**config.mk**
```make
export PLATFORM = sky130hd
export DESIGN_NAME = sigmoid_sched
export DESIGN_NICKNAME = d
export VERILOG_FILES = /design/src/rtl/sigmoid_pkg.sv /design/src/rtl/sigmoid_sched_rr_arbiter.sv /design/src/rtl/sigmoid_sched.sv
export SDC_FILE = /design/constraint.sdc
export NUM_CORES = 1
export LEC_CHECK = 0
export CAP_MARGIN = 20
export CELL_PAD_IN_SITES_DETAIL_PLACEMENT = 2
export CELL_PAD_IN_SITES_GLOBAL_PLACEMENT = 2
export CORE_MARGIN = 2
export CORE_UTILIZATION = 30
export CTS_CLUSTER_SIZE = 16
export DETAILED_ROUTE_END_ITERATION = 16
export PLACE_DENSITY = 0.84
export SLEW_MARGIN = 40
export SYNTH_ARGS = -nofsm -noshare
export SYNTH_HDL_FRONTEND = slang
export SYNTH_SLANG_ARGS = --single-unit
```
**constraint.sdc**
```tcl
create_clock -name clk -period 7.6 [get_ports clk]
set_input_delay 1.9 -clock clk [delete_from_list [all_inputs] [get_ports clk]]
set_output_delay 1.9 -clock clk [all_outputs]
set_load 0.1 [all_outputs]
```
**src/rtl/sigmoid_pkg.sv**
```systemverilog
// Shared types and constants for the sigmoid activation scheduler.
package sigmoid_pkg;

    localparam int unsigned DW_DEF      = 16;
    localparam int unsigned TIMEOUT_DEF = 15;
    localparam int unsigned CNT_W       = 4;

    localparam logic [15:0] ONE_Q88  = 16'h0100;
    localparam logic [15:0] ZERO_Q88 = 16'h0000;

    typedef logic [1:0] state_t;

    localparam state_t ST_CLEAR = 2'd0;
    localparam state_t ST_ARB   = 2'd1;
    localparam state_t ST_ISSUE = 2'd2;
    localparam state_t ST_WAIT  = 2'd3;

    // Round-robin pointer advance: one past the winner, wrapping at n.
    function automatic int unsigned rr_next(input int unsigned idx, input int unsigned n);
        return (idx + 1 >= n) ? 0 : idx + 1;
    endfunction

endpackage

```
**src/rtl/sigmoid_sched_rr_arbiter.sv**
```systemverilog
// Combinational round-robin picker: first set req bit at or after rr_ptr, wrapping.
module rr_arbiter
    import sigmoid_pkg::*;
#(
    parameter int unsigned NUM_REQ = 4
) (
    input  logic [NUM_REQ-1:0]                                  req,
    input  logic [((NUM_REQ > 1) ? $clog2(NUM_REQ) : 1)-1:0]    rr_ptr,
    output logic [NUM_REQ-1:0]                                  grant,
    output logic [((NUM_REQ > 1) ? $clog2(NUM_REQ) : 1)-1:0]    idx,
    output logic                                                any
);

    localparam int unsigned IW = (NUM_REQ > 1) ? $clog2(NUM_REQ) : 1;

    logic [IW-1:0] pos;

    always_comb begin
        grant = '0;
        idx   = '0;
        any   = 1'b0;
        pos   = '0;
        for (int unsigned k = 0; k < NUM_REQ; k++) begin
            pos = IW'((32'(rr_ptr) + k) % NUM_REQ);
            if (!any && req[pos]) begin
                any        = 1'b1;
                idx        = pos;
                grant[pos] = 1'b1;
            end
        end
    end

endmodule

```
**src/rtl/sigmoid_sched.sv**
```systemverilog
// Shares one sigmoid unit among NUM_REQ requesters: arbitrate, issue, wait for
// the sticky ready (or time out), return the result, then flush the unit.
module sigmoid_sched
    import sigmoid_pkg::*;
#(
    parameter int unsigned NUM_REQ = 4,
    parameter int unsigned DW      = DW_DEF,
    parameter int unsigned TIMEOUT = TIMEOUT_DEF
) (
    input  logic                    clk,
    input  logic                    reset,
    input  logic [NUM_REQ-1:0]      req,
    input  logic [NUM_REQ*DW-1:0]   req_data,
    output logic [NUM_REQ-1:0]      gnt,
    output logic [NUM_REQ-1:0]      rsp_valid,
    output logic [DW-1:0]           rsp_data,
    output logic                    rsp_err,
    output logic                    busy,
    output logic                    sig_done,
    output logic [DW-1:0]           sig_in,
    output logic                    sig_rst,
    input  logic                    sig_ready,
    input  logic [DW-1:0]           sig_out
);

    localparam int unsigned IW = (NUM_REQ > 1) ? $clog2(NUM_REQ) : 1;

    state_t             state,     state_d;
    logic [IW-1:0]      rr_ptr,    rr_ptr_d;
    logic [IW-1:0]      idx,       idx_d;
    logic [CNT_W-1:0]   wait_cnt,  wait_cnt_d;
    logic [NUM_REQ-1:0] gnt_d;
    logic [NUM_REQ-1:0] rsp_valid_d;
    logic [DW-1:0]      rsp_data_d;
    logic               rsp_err_d;
    logic               busy_d;
    logic               sig_done_d;
    logic [DW-1:0]      sig_in_d;
    logic               sig_rst_d;

    logic [NUM_REQ-1:0] arb_grant;
    logic [IW-1:0]      arb_idx;
    logic               arb_any;

    rr_arbiter #(
        .NUM_REQ (NUM_REQ)
    ) u_rr_arbiter (
        .req    (req),
        .rr_ptr (rr_ptr),
        .grant  (arb_grant),
        .idx    (arb_idx),
        .any    (arb_any)
    );

    // Next-state and next-output logic; every output is a registered copy.
    always_comb begin
        state_d     = state;
        rr_ptr_d    = rr_ptr;
        idx_d       = idx;
        wait_cnt_d  = wait_cnt;
        gnt_d       = '0;
        rsp_valid_d = '0;
        rsp_data_d  = rsp_data;
        rsp_err_d   = rsp_err;
        sig_done_d  = 1'b0;
        sig_in_d    = sig_in;
        sig_rst_d   = 1'b0;

        case (state)
            ST_CLEAR: begin
                state_d = ST_ARB;
            end
            ST_ARB: begin
                if (arb_any) begin
                    state_d  = ST_ISSUE;
                    gnt_d    = arb_grant;
                    idx_d    = arb_idx;
                    sig_in_d = req_data[arb_idx*DW +: DW];
                    rr_ptr_d = IW'(rr_next(32'(arb_idx), NUM_REQ));
                end
            end
            ST_ISSUE: begin
                state_d    = ST_WAIT;
                sig_done_d = 1'b1;
                wait_cnt_d = '0;
            end
            ST_WAIT: begin
                if (sig_ready) begin
                    state_d     = ST_CLEAR;
                    rsp_data_d  = sig_out;
                    rsp_err_d   = 1'b0;
                    rsp_valid_d = NUM_REQ'(1) << idx;
                    sig_rst_d   = 1'b1;
                end else if (wait_cnt == CNT_W'(TIMEOUT)) begin
                    state_d     = ST_CLEAR;
                    rsp_data_d  = DW'(ZERO_Q88);
                    rsp_err_d   = 1'b1;
                    rsp_valid_d = NUM_REQ'(1) << idx;
                    sig_rst_d   = 1'b1;
                end else begin
                    wait_cnt_d = wait_cnt + CNT_W'(1);
                end
            end
            default: begin
                state_d   = ST_CLEAR;
                sig_rst_d = 1'b1;
            end
        endcase

        busy_d = (state_d != ST_ARB);
    end

    // Reset lands in CLEAR so any stale ready in the sigmoid unit is flushed.
    always_ff @(posedge clk or negedge reset) begin
        if (!reset) begin
            state     <= ST_CLEAR;
            rr_ptr    <= '0;
            idx       <= '0;
            wait_cnt  <= '0;
            gnt       <= '0;
            rsp_valid <= '0;
            rsp_data  <= DW'(ZERO_Q88);
            rsp_err   <= 1'b0;
            busy      <= 1'b1;
            sig_done  <= 1'b0;
            sig_in    <= '0;
            sig_rst   <= 1'b1;
        end else begin
            state     <= state_d;
            rr_ptr    <= rr_ptr_d;
            idx       <= idx_d;
            wait_cnt  <= wait_cnt_d;
            gnt       <= gnt_d;
            rsp_valid <= rsp_valid_d;
            rsp_data  <= rsp_data_d;
            rsp_err   <= rsp_err_d;
            busy      <= busy_d;
            sig_done  <= sig_done_d;
            sig_in    <= sig_in_d;
            sig_rst   <= sig_rst_d;
        end
    end

endmodule

```
==> out/results.ini <==
[synth]
yosysWarnings=0
synthCells=298
synth_edf_count=0
synth.most_common_cell=dfrtp_1
synth_ff_type=dfrtp_1
synth_compound_area_frac=0.3156
synth.distinct_cells=48
synth-xor-area-share=0.002533
async_reset_ff_frac=1.000
ys_ff_latch=54
synth_adder_area_share=0.03257
synth_largest_area_cell=dfrtp_1
synth_area_per_cell_um2=11.60
synth_area_leaders=dfrtp_1 (38%), a2111oi_4 (8.0%), and3_1 (6.3%), a22o_1 (5.1%), a221oi_2 (3.9%)
syn_nets=394
netlist_area_mm2=0.003457
yosys.area_share.simple=0.1346
synth_top_family_by_area=compound AO/OA/AOI/OAI gates
synth_top_area_frac=0.3764
yosys-top-cells-count=dfrtp_1 (52), and3_1 (35), nand2_1 (28), a22o_1 (20)
yosysSeqAreaShare=0.3916
synthMuxAreaShare=0.06008

[grt]
grt_max_degree=55
grt.met2_usage=0.3297
grt_use_met1=0.2285
grt.busiest_layer=met2
groute.layer.met3.usage=0.03593
grt_pass1_wl_mm=18.14
first_global_vias=3244
antenna_found_initial=0
gr-total-overflow=0
grt.total_usage=0.1819

[timing]
hold_viol=0
whs_ns=0.4869
tightest_slew_ns=0.7670
fmax_ghz=0.2169
fin_crit_sh=0.6066
slew_headroom=0.4862
grt_setup_unrepaired=false
slew_violations=0
setup_slack_ns=2.990
final.min_clock_period_ns=4.610
skew_ns=0.009766
setup_violations=0
tns_ns=0

[clock_tree]
cts_max_level=2
cts_tree=built
clock_latency_ns=0.29
cts_root_buf=clkbuf_16
cts_buffers=5
clkTransAtPathRegs_ns=0.08
hold_buffers=0
cts_sinks=54
clockBufferDepth=2
post_cts_resized=0
cts_setup_buffers=0

[final_layout]
n_fill_cell=1187
n_antenna_cell=0
drive_gt1_frac=0.2579
seq_area_mm2=0.001355
design_area_mm2=0.004733
area_growth_pct=36.92
multiInputGateArea_mm2=0.001909
final_net_count=506

[placed_design]
gp_congestion=0.7692
placed_area_mm2=0.004578
io_buffers=130
dp_slack_ns=2.663
dp_hpwl_mm=8.138

[status]
status=completed

[worst_hold_path]
worstHoldPathCells=2
hold_start=sig_in[14]$_DFFE_PN0P_
holdPathEnd=sig_in[14]$_DFFE_PN0P_
hold_class=reg2reg

[floorplanning]
die_w_um=111.3
num_rows=39
io_pins=131
die_y_um=111.3
core_mm2=0.01132
die_area_mm2=0.01240
start_util=0.3054

[detailed_routing]
drc=0
dr.pass1.iters=4
vias_per_cell=5.339
ant_nets=0
drt_iter0_drc=163
wire_per_inst_um=20.46
route.final.wire_length_mm=11.33
vias=2958

[setup_path]
rr_endpoint=sig_in[1]$_DFFE_PN0P_
worstRegToRegCells=7
cp_max_fo=34
reg2reg_from=rr_ptr[1]$_DFFE_PN0P_
end_kind=flip-flop
required_ns=7.77
rrSetupSlack_ns=3.68
crit_path_start_kind=primary input
path_class=in2reg
cp.arrival_ns=4.78

[run]
cap_violations=0

[kinds of logic after synthesis]
kind of cell / Yosys count
muxes: 14
and+or+nand+nor: 87
buffers and inverters: 37
DFF: 54
adders and majority gates: 9
xor gates and xnor gates: 1
AOI/OAI and AO/OA: 96
[state kept, by name, summed over array words and instances (netlist names), 2 cells and up]
signal and flops:
rsp_data 16, sig_in 16, gnt 4, rsp_valid 4, wait_cnt 4, idx 2
rr_ptr 2, state 2
[placed cells by master, fill, tap and decap left out, types with 2 or more instances in the layout]
cell,netlist,routed
and2_1,2,2
a22oi_1,6,6
mux2_2,3,3
buf_4,4,2
nor2_1,7,7
clkdlybuf4s50_1,0,85
nand2_1,28,28
ha_1,9,9
dfstp_2,2,2
dfrtp_1,52,51
o22ai_1,2,2
mux4_2,3,3
nand3_1,3,3
a22o_1,20,20
nor2b_1,3,3
o21ai_0,3,3
inv_1,9,9
buf_2,9,45
o31ai_2,10,10
a221oi_1,7,7
mux2i_1,5,5
and3_1,35,35
o31ai_1,7,7
a2111oi_0,6,6
a2111oi_4,10,10
a21oi_1,6,6
a221oi_2,9,9
clkbuf_16,0,5
mux2_4,2,2
[metal layers]
metal / part of all wire / up-vias
li1: - / 1375
met1: 0.43 / 1482
met2: 0.51 / 95
met3: 0.049 / 6
met4: 0.0079 / 0
met5: 0 / -
[how the worst max path moves through the flow]
stage / start / to / slack, ns
floorplan: req[2] / rr_ptr[1]$_DFFE_PN0P_ / 3.80
global placement: req[2] / rr_ptr[1]$_DFFE_PN0P_ / 2.15
detailed placement: req[2] / sig_in[1]$_DFFE_PN0P_ / 2.66
CTS: req[2] / sig_in[1]$_DFFE_PN0P_ / 2.99
global route: req[2] / sig_in[1]$_DFFE_PN0P_ / 2.73
finish: req[2] / sig_in[1]$_DFFE_PN0P_ / 2.99
[worst max-delay path: stages]
cell	delay, ns
clkdlybuf4s50_1	0.57
mux2_2	0.39
o211ai_4	0.65
nand2_4	0.50
a2111oi_0	0.64
o31ai_1	0.11
[stage by stage]
stage / utilization / std cells
floorplan: - / 298
global placement: 0.4209 / 545
detailed placement: 0.4044 / 546
CTS: 0.4180 / 554
global route: 0.4181 / 554
finish: 0.4181 / 554
[layout make-up]
cell class	count	share of cell area
Clock inverter	3	0.006080
Clock buffer	5	0.02643
Timing Repair Buffer	133	0.2329
Sequential cell	54	0.2863
Inverter	9	0.007137
Tap cell	143	0.03780
Multi-Input combinational cell	207	0.4034
Power is not shown: default switching activity piles up to over one toggle a cycle in this logic, so the estimate is an artifact.
